File: config.mk
export PLATFORM = sky130hd
export DESIGN_NAME = fetch_stage
export DESIGN_NICKNAME = d
export VERILOG_FILES = /design/src/rtl/cpu_pkg.sv /design/src/rtl/imm_predecode.sv /design/src/rtl/fetch_stage.sv
export SDC_FILE = /design/constraint.sdc
export NUM_CORES = 1
export LEC_CHECK = 0
export ABC_CLOCK_PERIOD_IN_PS = 4700
export CORE_MARGIN = 2
export CORE_UTILIZATION = 50
export CTS_BUF_LIST = sky130_fd_sc_hd__clkbuf_4 sky130_fd_sc_hd__clkbuf_8
export DETAILED_ROUTE_END_ITERATION = 12
export PLACE_DENSITY_LB_ADDON = 0.1
export RECOVER_POWER = 100
export SLEW_MARGIN = 25
export SYNTH_ARGS = -nofsm -noshare
export SYNTH_HDL_FRONTEND = slang
export SYNTH_SLANG_ARGS = --single-unit
File: constraint.sdc
create_clock -name clk_i -period 4.7 [get_ports clk_i]
set_clock_uncertainty 0.05 [all_clocks]
set_input_delay 0.47 -clock clk_i [delete_from_list [all_inputs] [get_ports clk_i]]
set_output_delay 0.47 -clock clk_i [all_outputs]
set_load 0.005 [all_outputs]
File: src/rtl/cpu_pkg.sv
// Shared processor types: fetch FSM states, extender selects,
// instruction class codes and datapath widths.
package cpu_pkg;

  localparam int INSTR_W = 32;
  localparam int IMM_W   = 20;

  typedef enum logic [1:0] {
    IDLE  = 2'b00,
    FETCH = 2'b01,
    DRAIN = 2'b10
  } fetch_state_e;

  typedef enum logic [1:0] {
    EXT_ZERO   = 2'b00,
    EXT_SIGN   = 2'b01,
    EXT_BRANCH = 2'b10
  } ext_sel_e;

  localparam logic [3:0] CLS_LOGI = 4'h1;
  localparam logic [3:0] CLS_ARI  = 4'h2;
  localparam logic [3:0] CLS_BR   = 4'h3;
  localparam logic [3:0] CLS_MEM  = 4'h4;

endpackage

File: src/rtl/imm_predecode.sv
// Immediate pre-decode: picks the 20-bit immediate field and the
// extender select from the instruction class; shared with decode.
module imm_predecode
  import cpu_pkg::*;
(
  input  logic [INSTR_W-1:0] instr,
  output logic [IMM_W-1:0]   imm,
  output logic [1:0]         ext_sel
);

  logic unused_mid;

  assign imm        = instr[IMM_W-1:0];
  assign unused_mid = ^instr[27:20];

  always_comb begin
    ext_sel = EXT_ZERO;
    unique case (instr[31:28])
      CLS_LOGI:         ext_sel = EXT_ZERO;
      CLS_ARI, CLS_MEM: ext_sel = EXT_SIGN;
      CLS_BR:           ext_sel = EXT_BRANCH;
      default:          ext_sel = EXT_ZERO;
    endcase
  end

endmodule

File: src/rtl/fetch_stage.sv
// Instruction fetch FSM with IF/ID register, stall and redirect.
// Define FETCH_PERF_EN to enable the saturating perf counters.
module fetch_stage
  import cpu_pkg::*;
#(
  parameter logic [31:0] RESET_PC = 32'h0000_0000,
  parameter int          CNT_W    = 32
) (
  input  logic             clk_i,
  input  logic             rst_ni,
  output logic             imem_req_o,
  output logic [31:0]      imem_addr_o,
  input  logic             imem_rvalid_i,
  input  logic [31:0]      imem_rdata_i,
  input  logic             redirect_i,
  input  logic [31:0]      redirect_pc_i,
  output logic             id_valid_o,
  input  logic             id_ready_i,
  output logic [31:0]      instr_o,
  output logic [31:0]      pc_o,
  output logic [31:0]      pc_plus4_o,
  output logic [IMM_W-1:0] imm_o,
  output logic [1:0]       ext_sel_o,
  output logic [CNT_W-1:0] fetch_cnt_o,
  output logic [CNT_W-1:0] stall_cnt_o
);

  fetch_state_e state;
  logic [31:0]  pc;
  logic [31:0]  drain_addr;
  logic [31:0]  instr_q;
  logic [31:0]  pc_q;
  logic [31:0]  pc4_q;
  logic         valid_q;
  logic         pending;
  logic         can_load;
  logic         req;
  logic         take;
  logic         transfer;
  logic         unused_rpc;

  assign can_load   = !valid_q || id_ready_i;
  assign transfer   = valid_q && id_ready_i;
  assign unused_rpc = ^redirect_pc_i[1:0];

  // An issued request stays up until answered, even if decode stalls.
  always_comb begin
    req = 1'b0;
    unique case (state)
      FETCH:   req = pending || can_load;
      DRAIN:   req = 1'b1;
      default: req = 1'b0;
    endcase
  end

  always_comb begin
    imem_addr_o = 32'h0;
    unique case (state)
      FETCH:   imem_addr_o = pc;
      DRAIN:   imem_addr_o = drain_addr;
      default: imem_addr_o = 32'h0;
    endcase
  end

  assign take = (state == FETCH) && req &&
                imem_rvalid_i && !redirect_i;

  always_ff @(posedge clk_i or negedge rst_ni) begin
    if (!rst_ni) begin
      state      <= IDLE;
      pc         <= RESET_PC;
      drain_addr <= 32'h0;
      pending    <= 1'b0;
      valid_q    <= 1'b0;
      instr_q    <= 32'h0;
      pc_q       <= 32'h0;
      pc4_q      <= 32'h0;
    end else begin
      unique case (state)
        IDLE: state <= FETCH;
        FETCH: begin
          if (redirect_i && req && !imem_rvalid_i) begin
            state      <= DRAIN;
            drain_addr <= pc;
          end
          pending <= req && !imem_rvalid_i && !redirect_i;
        end
        DRAIN: begin
          pending <= 1'b0;
          if (imem_rvalid_i) state <= FETCH;
        end
        default: state <= IDLE;
      endcase
      if (state != IDLE && redirect_i) begin
        pc      <= {redirect_pc_i[31:2], 2'b00};
        valid_q <= 1'b0;
      end else if (take) begin
        pc      <= pc + 32'd4;
        valid_q <= 1'b1;
        instr_q <= imem_rdata_i;
        pc_q    <= pc;
        pc4_q   <= pc + 32'd4;
      end else if (transfer) begin
        valid_q <= 1'b0;
      end
    end
  end

  assign imem_req_o = req;
  assign id_valid_o = valid_q;
  assign instr_o    = instr_q;
  assign pc_o       = pc_q;
  assign pc_plus4_o = pc4_q;

  imm_predecode u_predecode (
    .instr   (instr_q),
    .imm     (imm_o),
    .ext_sel (ext_sel_o)
  );

`ifdef FETCH_PERF_EN
  logic [CNT_W-1:0] fetch_cnt;
  logic [CNT_W-1:0] stall_cnt;
  logic             stall;

  assign stall = valid_q && !id_ready_i;

  always_ff @(posedge clk_i or negedge rst_ni) begin
    if (!rst_ni) begin
      fetch_cnt <= '0;
      stall_cnt <= '0;
    end else begin
      if (transfer && !(&fetch_cnt))
        fetch_cnt <= fetch_cnt + CNT_W'(1);
      if (stall && !(&stall_cnt))
        stall_cnt <= stall_cnt + CNT_W'(1);
    end
  end

  assign fetch_cnt_o = fetch_cnt;
  assign stall_cnt_o = stall_cnt;
`else
  assign fetch_cnt_o = '0;
  assign stall_cnt_o = '0;
`endif

endmodule

==> results of run 1 <==
## how the worst max path moves through the flow
stage	startpoint	endpoint	slack, ps	cells past startpoint
final	state[0]	pc[25]	850	7
after floorplan	state[1]	pc[23]	2410	10
after CTS	state[0]	imem_addr_o[20]	1310	5
after global routing	state[0]	pc_plus4_o[27]	420	7
after global placement	id_ready_i	pc_plus4_o[30]	1640	6
after detailed placement	id_ready_i	pc[24]	1620	6
## state kept, by name, indices dropped and copies added (netlist names)
signal      count
instr_o        32
state           2
pc_o           30
pc_plus4_o     30
pc             30
drain_addr     30
id_valid_o      1
pending         1
## per-stage QoR
step / std cells / worst slack [ps] / instance area [um^2]
after floorplan: 933 / 2410 / 8210
after global placement: 1211 / 1641 / 9732
after detailed placement: 1212 / 1619 / 9759
after CTS: 1242 / 1311 / 10160
after global routing: 1242 / 415.4 / 10090
final: 1242 / 846.3 / 10090
## layer usage
metal	vias up	wire length, um	track usage
li1	3090	-	-
met4	0	283	0.07653
met2	239	9650	0.3748
met1	3146	8698	0.3380
met3	22	1354	0.05371
met5	-	0	0
## synth_stat cells (all sizes together), types with 4 or more instances
| cell | instances | area (um^2) |
|---|---|---|
| a21o | 4 | 30.03 |
| a221o | 12 | 120.1 |
| a22oi | 45 | 337.8 |
| buf | 121 | 829.5 |
| clkbuf | 39 | 147.6 |
| dfrtp | 156 | 3904 |
| ha | 6 | 75.07 |
| inv | 7 | 26.28 |
| mux2 | 28 | 315.3 |
| nand2 | 227 | 852.1 |
| nand3 | 38 | 195.2 |
| nand4 | 11 | 81.32 |
| nor2 | 38 | 142.6 |
| nor3 | 11 | 55.05 |
| nor4 | 9 | 56.30 |
| o211ai | 10 | 75.07 |
| o21ai | 35 | 175.2 |
| or4 | 16 | 120.1 |
| xnor2 | 13 | 113.9 |
## critical path, stage by stage, from the launching register on
cell,delay (ps)
dfrtp_1,400
inv_1,100
ha_1,230
nor4b_2,350
or2_1,1640
clkbuf_2,670
or4_1,230
nand3_1,80
## cell families (layout without fill, tap and decap cells)
logic type / after synthesis / after routing / share of synthesized area
XOR/XNOR: 16 / 16 / 0.01762
AND/OR/NAND/NOR: 369 / 369 / 0.2076
flip-flops: 156 / 156 / 0.4910
other: 1 / 70 / 0.0004716
buffers and inverters: 167 / 260 / 0.1262
AO/OA/AOI/OAI: 120 / 120 / 0.1068
adder cells (fa/ha/maj): 6 / 6 / 0.009441
multiplexers: 29 / 29 / 0.04091
## area by class of cell
cell class,count,area [um^2]
Fill cell,1389,5625
Sequential cell,156,3904
Multi-Input combinational cell,610,3306
Timing Repair Buffer,223,2185
Clock buffer,21,276.5
Tap cell,216,270.3
Clock inverter,9,120.1
Inverter,7,26.28
## report_power, final
| part | switching, uW | leakage (uW) | total [uW] | internal, uW |
|---|---|---|---|---|
| Combinational | 1170 | 0.00268 | 2480 | 1310 |
| Clock | 473 | 0.000212 | 1030 | 554 |
| Sequential | 618 | 0.00197 | 2580 | 1960 |
==> metrics, run 1 <==
I/O Buffers=approximately 210; FMAX=about 260 MHz; ratio of cells with drive above 1 in the final layout=0.04873; worst hold stages=2; CP Max Fanout=~70; Crit Path Class=reg2reg; antenna viol nets, final=0; min Tclk post-route=3854 ps; Die ar.=~17,000 um^2; PostCTS Resize Cnt=0; Hold EP=pc_o[26]; total power per unit cell area=603.2 nW/um^2; vias in the first global route=slightly below 6,000; Routed WL per cell=roughly 16 um; Reg clk slew, reported paths=approximately 80 ps; row cnt=between 40 and 50; Max Slew Vio Count=around 220; core region area=~16,000 um^2; synthesis-to-layout area growth=26.86%; Max Root-Sink Buffers=2; Die Span Y=about 130 um; worst r2r src=state[0]; DR pass1 iterations=5; Final setup viols=0; routed vias/inst=5.231; R2R depth=7; endpoint class of the critical path=register; Initial Utilization=0.5061; Netlist Area Pre-Place=between 7000 and 8000 um^2; Slew @ Worst Pin=about 2200 ps; status=finished with violations; # diodes=0; number of failing hold endpoints at the final stage=0; failing checks=capacitance limit, slew limit; Min-Delay Startpoint=pc_o[26]; clk sink count=156; total power=between 6000 and 7000 uW; most common cell after layout, fill and taps aside=nand2_1; Mapped Avg Cell Area=about 9.2 um^2; Placer Congestion=~0.8; gr usage total=0.2407; EDFF count, synth=0; CTS HTree Levels=4; I/O pins=between 200 and 300; fraction of registers with async set/reset=1.000; Num CTS Buffers=17; fin crit share=0.8199; via count=~6,500; initial antenna violation count=0; Setup TNS=0 ps; Cell variety after synth=52; synth warn=0; RSZ-0062 raised after global routing=no; max_cap viols=4; TritonCTS clock tree=yes; CP startpoint kind=register; Hold-fix buffers, CTS=0; Post-CTS Setup Inserts=0; grt ovf=0; Critical Path AT=roughly 4100 ps; Post-Synthesis Cells=864; #FFs+latches synth=156; RR Endpoint=pc[25]; Post-route DRC=0; CTS root buf=clkbuf_8; first-pass GRT wire length=about 32,000 um; largest net degree at the start of global routing=a little over 90; register area share after synthesis=0.4910; final WL=19,990 um; Core Util, Final=0.6420; Max-slew headroom=-0.4982; initial DRC count=412; Worst EP required=4970 ps; Hold WS=421.1 ps; Pleak=about 0.0049 uW; Max VDD drop=0.0002824 V; most frequent cells in the layout=nand2_1 (227), dfrtp_1 (156), dlygate4sd3_1 (146); Min-Delay Path Class=reg2reg; R2R setup slack=between 800 and 900 ps; HPWL Detailed=between 10,000 and 15,000 um; die span in x=around 130 um; worst skew pair latency=450 ps; Nets=around 1,100; top_reg_cell synth=dfrtp_1
No activity file was read; power rests on OpenSTA's default activity.
==> run 2, diff against run 1 <==
--- a/config.mk
+++ b/config.mk
@@ -5,9 +5,9 @@
 export SDC_FILE = /design/constraint.sdc
 export NUM_CORES = 1
 export LEC_CHECK = 0
-export ABC_CLOCK_PERIOD_IN_PS = 4700
+export ABC_CLOCK_PERIOD_IN_PS = 3680
 export CORE_MARGIN = 2
-export CORE_UTILIZATION = 50
+export CORE_UTILIZATION = 47
 export CTS_BUF_LIST = sky130_fd_sc_hd__clkbuf_4 sky130_fd_sc_hd__clkbuf_8
 export DETAILED_ROUTE_END_ITERATION = 12
 export PLACE_DENSITY_LB_ADDON = 0.1
==> constraint.sdc (replaced) <==
create_clock -name clk_i -period 3.68 [get_ports clk_i]
set_clock_uncertainty 0.05 [all_clocks]
set_input_delay 0.368 -clock clk_i [delete_from_list [all_inputs] [get_ports clk_i]]
set_output_delay 0.368 -clock clk_i [all_outputs]
set_load 0.005 [all_outputs]
==> metrics, run 2 (synthesis results as in run 1) <==
status=completed; antenna viol nets, final=0; Critical Path AT=roughly 2800 ps; ratio of cells with drive above 1 in the final layout=0.05700; Worst EP required=about 3300 ps; synthesis-to-layout area growth=28.40%; Crit Path Class=reg2out; # diodes=0; Post-route DRC=0; crit path cell chain=inv_1 -> ha_1 -> inv_1 -> buf_4 -> nor2_1 -> dlygate4sd3_1; Setup TNS=0 ps; CP Max Fanout=21; Max Slew Vio Count=0; total power per unit cell area=773.1 nW/um^2; most common cell after layout, fill and taps aside=nand2_1; Num CTS Buffers=17; RSZ-0062 raised after global routing=no; most frequent cells in the layout=nand2_1 (227), dfrtp_1 (156), dlygate4sd3_1 (146); worst skew pair latency=about 450 ps; Nets=~1,100; CP startpoint kind=register; min Tclk post-route=between 3000 and 4000 ps; Die ar.=roughly 18,000 um^2; largest net degree at the start of global routing=66; Initial Utilization=0.4795; HPWL Detailed=approximately 14,000 um; Pleak=around 0.005 uW; fin crit share=0.8756; FMAX=just over 300 MHz; CP dominant cell by count=inv_1; Routed WL per cell=16.12 um; Final setup viols=0; first-pass GRT wire length=around 32,000 um; routed vias/inst=5.183; row cnt=47; gr usage total=0.2272; final WL=slightly above 20,000 um; Reg clk slew, reported paths=approximately 80 ps; number of failing hold endpoints at the final stage=0; Min-Delay Path Class=in2reg; I/O pins=between 200 and 300; die span in x=between 100 and 150 um; CP delay by family, top=buffers and inverters; I/O Buffers=~210; CTS root buf=clkbuf_8; Max stage delay on crit path=around 580 ps; initial antenna violation count=0; vias in the first global route=~6,000; clk sink count=between 150 and 200; CTS HTree Levels=4; Core Util, Final=0.6157; via count=approximately 6,500; initial DRC count=475; max_cap viols=0; TritonCTS clock tree=yes; Slew @ Worst Pin=around 1500 ps; Die Span Y=134.1 um; Max Root-Sink Buffers=2; Max VDD drop=~0.00031 V; Placer Congestion=around 0.78; endpoint class of the critical path=primary output; Max-slew headroom=0.006368; max FFs per register=32; core region area=around 17,000 um^2; Worst path slowest cell=dlygate4sd3_1; Post-CTS Setup Inserts=0; WP buf/inv=4; grt ovf=0; DR pass1 iterations=5
[run 2: cell types whose count changed in the layout (fill, tap and decap cells not counted), sizes merged]
cell,before,now
bufinv,3,4
buf,6,11
clkinvlp,0,1
inv,6,7
clkdlybuf4s50,65,66
[run 2: final cells by class]
type / count / area, um^2
Clock inverter: 12 / 170.2
Fill cell: 1473 / 6374
Timing Repair Buffer: 230 / 2262
Multi-Input combinational cell: 610 / 3309
Inverter: 7 / 26.28
Clock buffer: 20 / 262.8
Tap cell: 220 / 275.3
Sequential cell: 156 / 3904
[run 2: metrics by stage]
step / hold WS [ps] / instances / area (um^2) / total power (uW) / setup slack (ps)
after floorplan: 22.41 / 933 / 8210 / 5023 / 1390
after global placement: 328.3 / 1222 / 9814 / 6819 / 872.2
after detailed placement: 327.6 / 1222 / 9814 / 6885 / 828.9
after CTS: 351.8 / 1255 / 10260 / 8319 / 473.5
after global routing: 357.0 / 1255 / 10210 / 8520 / 269.4
final: 383.8 / 1255 / 10210 / 7893 / 457.9
[run 2: worst paths after layout]
check,start,to,slack (ps),depth (start not counted)
worst max-delay path,state[0],imem_addr_o[20],460,6
worst min-delay path,imem_rdata_i[13],instr_o[13],380,3
worst max register to register,state[0],pc[26],540,7
worst min register to register,pc_o[26],pc_o[26],420,2
max in group asynchronous,rst_ni,instr_o[4],1260,3
min in group asynchronous,rst_ni,pc[24],760,2
[run 2: where the power goes]
group | total [uW] | switching (uW) | internal, uW
sequential | 3300 | 792 | 2500
clock | 1400 | 637 | 768
combinational | 3190 | 1490 | 1700
total | 7890 | 2920 | 4970
[run 2: worst min-delay path, delay by kind of cell]
family,cells,cell delay [ps]
AND/OR/NAND/NOR,2,90
buffers and inverters,1,390
[run 2: timing repair]
item,CTS,global route
gates resized for setup,0,0
endpoints found under the hold margin,57,0
endpoints found under the setup margin,0,0
hold buffers,1,0
[run 2: metal layers]
metal	vias to the layer above	global-route usage	wire length, um
met5	-	0	0
met4	0	0.05965	175
met3	17	0.06349	1549
met2	274	0.3530	9716
met1	3113	0.3160	8794
li1	3101	-	-
==> run 3, diff against run 2 <==
--- a/config.mk
+++ b/config.mk
@@ -10,7 +10,7 @@
 export CORE_UTILIZATION = 47
 export CTS_BUF_LIST = sky130_fd_sc_hd__clkbuf_4 sky130_fd_sc_hd__clkbuf_8
 export DETAILED_ROUTE_END_ITERATION = 12
-export PLACE_DENSITY_LB_ADDON = 0.1
+export PLACE_DENSITY = 0.9
 export RECOVER_POWER = 100
 export SLEW_MARGIN = 25
 export SYNTH_ARGS = -nofsm -noshare
==> metrics, run 3 (synthesis results as in run 1) <==
Post-route DRC=0; Routed WL per cell=around 17 um; min Tclk post-route=about 3300 ps; I/O pins=between 200 and 300; Max VDD drop=about 0.00039 V; PostCTS Resize Cnt=0; final cell count without fillers=~1,300; grt ovf=0; final WL=21,240 um; clk sink count=approximately 160; # diodes=0; max FFs per register=32; Min-Delay Path Class=in2reg; Initial Utilization=0.4795; initial DRC count=just over 500; Pleak=about 0.0048 uW; status=finished with violations; max_cap viols=2; worst hold stages=3; Slew @ Worst Pin=just under 2000 ps; post-route setup slack=between 300 and 400 ps; vias in the first global route=approximately 6,500; TritonCTS clock tree=yes; Max-slew headroom=-0.3199; Num CTS Buffers=17; Worst EP required=~3300 ps; gr usage total=0.2411; worst skew pair latency=approximately 460 ps; initial antenna violation count=0; Max Slew Vio Count=between 90 and 100; met1 usage=0.3220; RSZ-0062 raised after global routing=no; number of failing hold endpoints at the final stage=0; die span in x=134.1 um; FMAX=301.7 MHz; total power per unit cell area=just under 800 nW/um^2; Die ar.=roughly 18,000 um^2; I/O Buffers=between 200 and 250; GR peak layer=met2; most common cell after layout, fill and taps aside=nand2_1; via count=around 6,700; largest net degree at the start of global routing=between 70 and 80; CP Max Fanout=18; Design Area, Final=between 10,000 and 15,000 um^2; met3 Use GR=0.05367; fin crit share=0.9007; routed vias/inst=between 5 and 6; ratio of cells with drive above 1 in the final layout=0.05615; Final setup viols=0; dpl cell area=9807 um^2; most frequent cells in the layout=nand2_1 (227), dfrtp_1 (156), dlygate4sd3_1 (132); first-pass GRT wire length=around 34,000 um; DR pass1 iterations=6; met2 Usage GRT=0.3915; R2R depth=7; antenna viol nets, final=0; row cnt=between 40 and 50; Nets=1,096; CTS HTree Levels=4; failing checks=capacitance limit, slew limit; synthesis-to-layout area growth=28.26%; endpoint class of the critical path=primary output; Reg clk slew, reported paths=80 ps; core region area=about 17,000 um^2; Max Root-Sink Buffers=2; HPWL Detailed=around 15,000 um; CP startpoint kind=register; CTS root buf=clkbuf_8; Critical Path AT=a little under 3000 ps; pre-CTS setup slack=slightly below 900 ps; Crit Path Class=reg2out; placed insts=about 1,200; Placer Congestion=approximately 0.82; Setup TNS=0 ps; Die Span Y=~130 um
==> run 3: cell count changes in the layout (fill, tap and decap cells not counted), sizes merged <==
cell,delta
clkdlybuf4s50,+14
dlygate4sd3,-14
clkinv,-6
clkinvlp,+5
buf,-2
clkbuf,+2
bufinv,-1
==> run 3: worst max-delay path: stages (launching register included) <==
cell and delay, ps:
dfrtp_1 420, inv_1 100, ha_1 390, inv_1 500
clkbuf_2 410, nor2_1 130, clkdlybuf4s50_1 470
==> run 3: metal layers <==
layer | share of wire | vias up
li1 | - | 3099
met3 | 0.080 | 33
met1 | 0.40 | 3276
met5 | 0 | -
met4 | 0.018 | 0
met2 | 0.50 | 298
==> run 3: timing repair <==
action	4_1_cts	5_1_grt
buffers inserted	0	0
hold endpoints to repair	73	0
hold buffers	1	0
==> run 3: layout make-up <==
cell class | count | area, um^2
Multi-Input combinational cell | 610 | 3317
Sequential cell | 156 | 3904
Clock inverter | 10 | 140.1
Fill cell | 1422 | 6385
Clock buffer | 21 | 282.8
Tap cell | 220 | 275.3
Timing Repair Buffer | 229 | 2253
Inverter | 7 | 26.28
==> run 3: path summary, 6_finish.rpt <==
kind                                  startpoint              end  slack (ps)
worst max-delay path                    state[0]  imem_addr_o[13]         370
worst min-delay path            imem_rdata_i[29]      instr_o[29]         380
worst max register to register          state[0]   pc_plus4_o[30]         380
worst min register to register       instr_o[27]      instr_o[27]         420
max in group asynchronous                 rst_ni   pc_plus4_o[22]         990
min in group asynchronous                 rst_ni       instr_o[0]         960
==> run 3: report_power, final <==
| group | internal (uW) | switching (uW) |
|---|---|---|
| Combinational | 1730 | 1570 |
| Sequential | 2500 | 800 |
| Clock | 727 | 649 |
==> run 3: metrics by stage <==
step	total power, uW	utilization	hold slack (ps)
after floorplan	5023	-	22.41
after global routing	8551	0.6150	382.0
after global placement	6788	0.5914	402.8
after CTS	8327	0.6175	358.8
final	7975	0.6150	381.2
after detailed placement	6940	0.5914	405.2
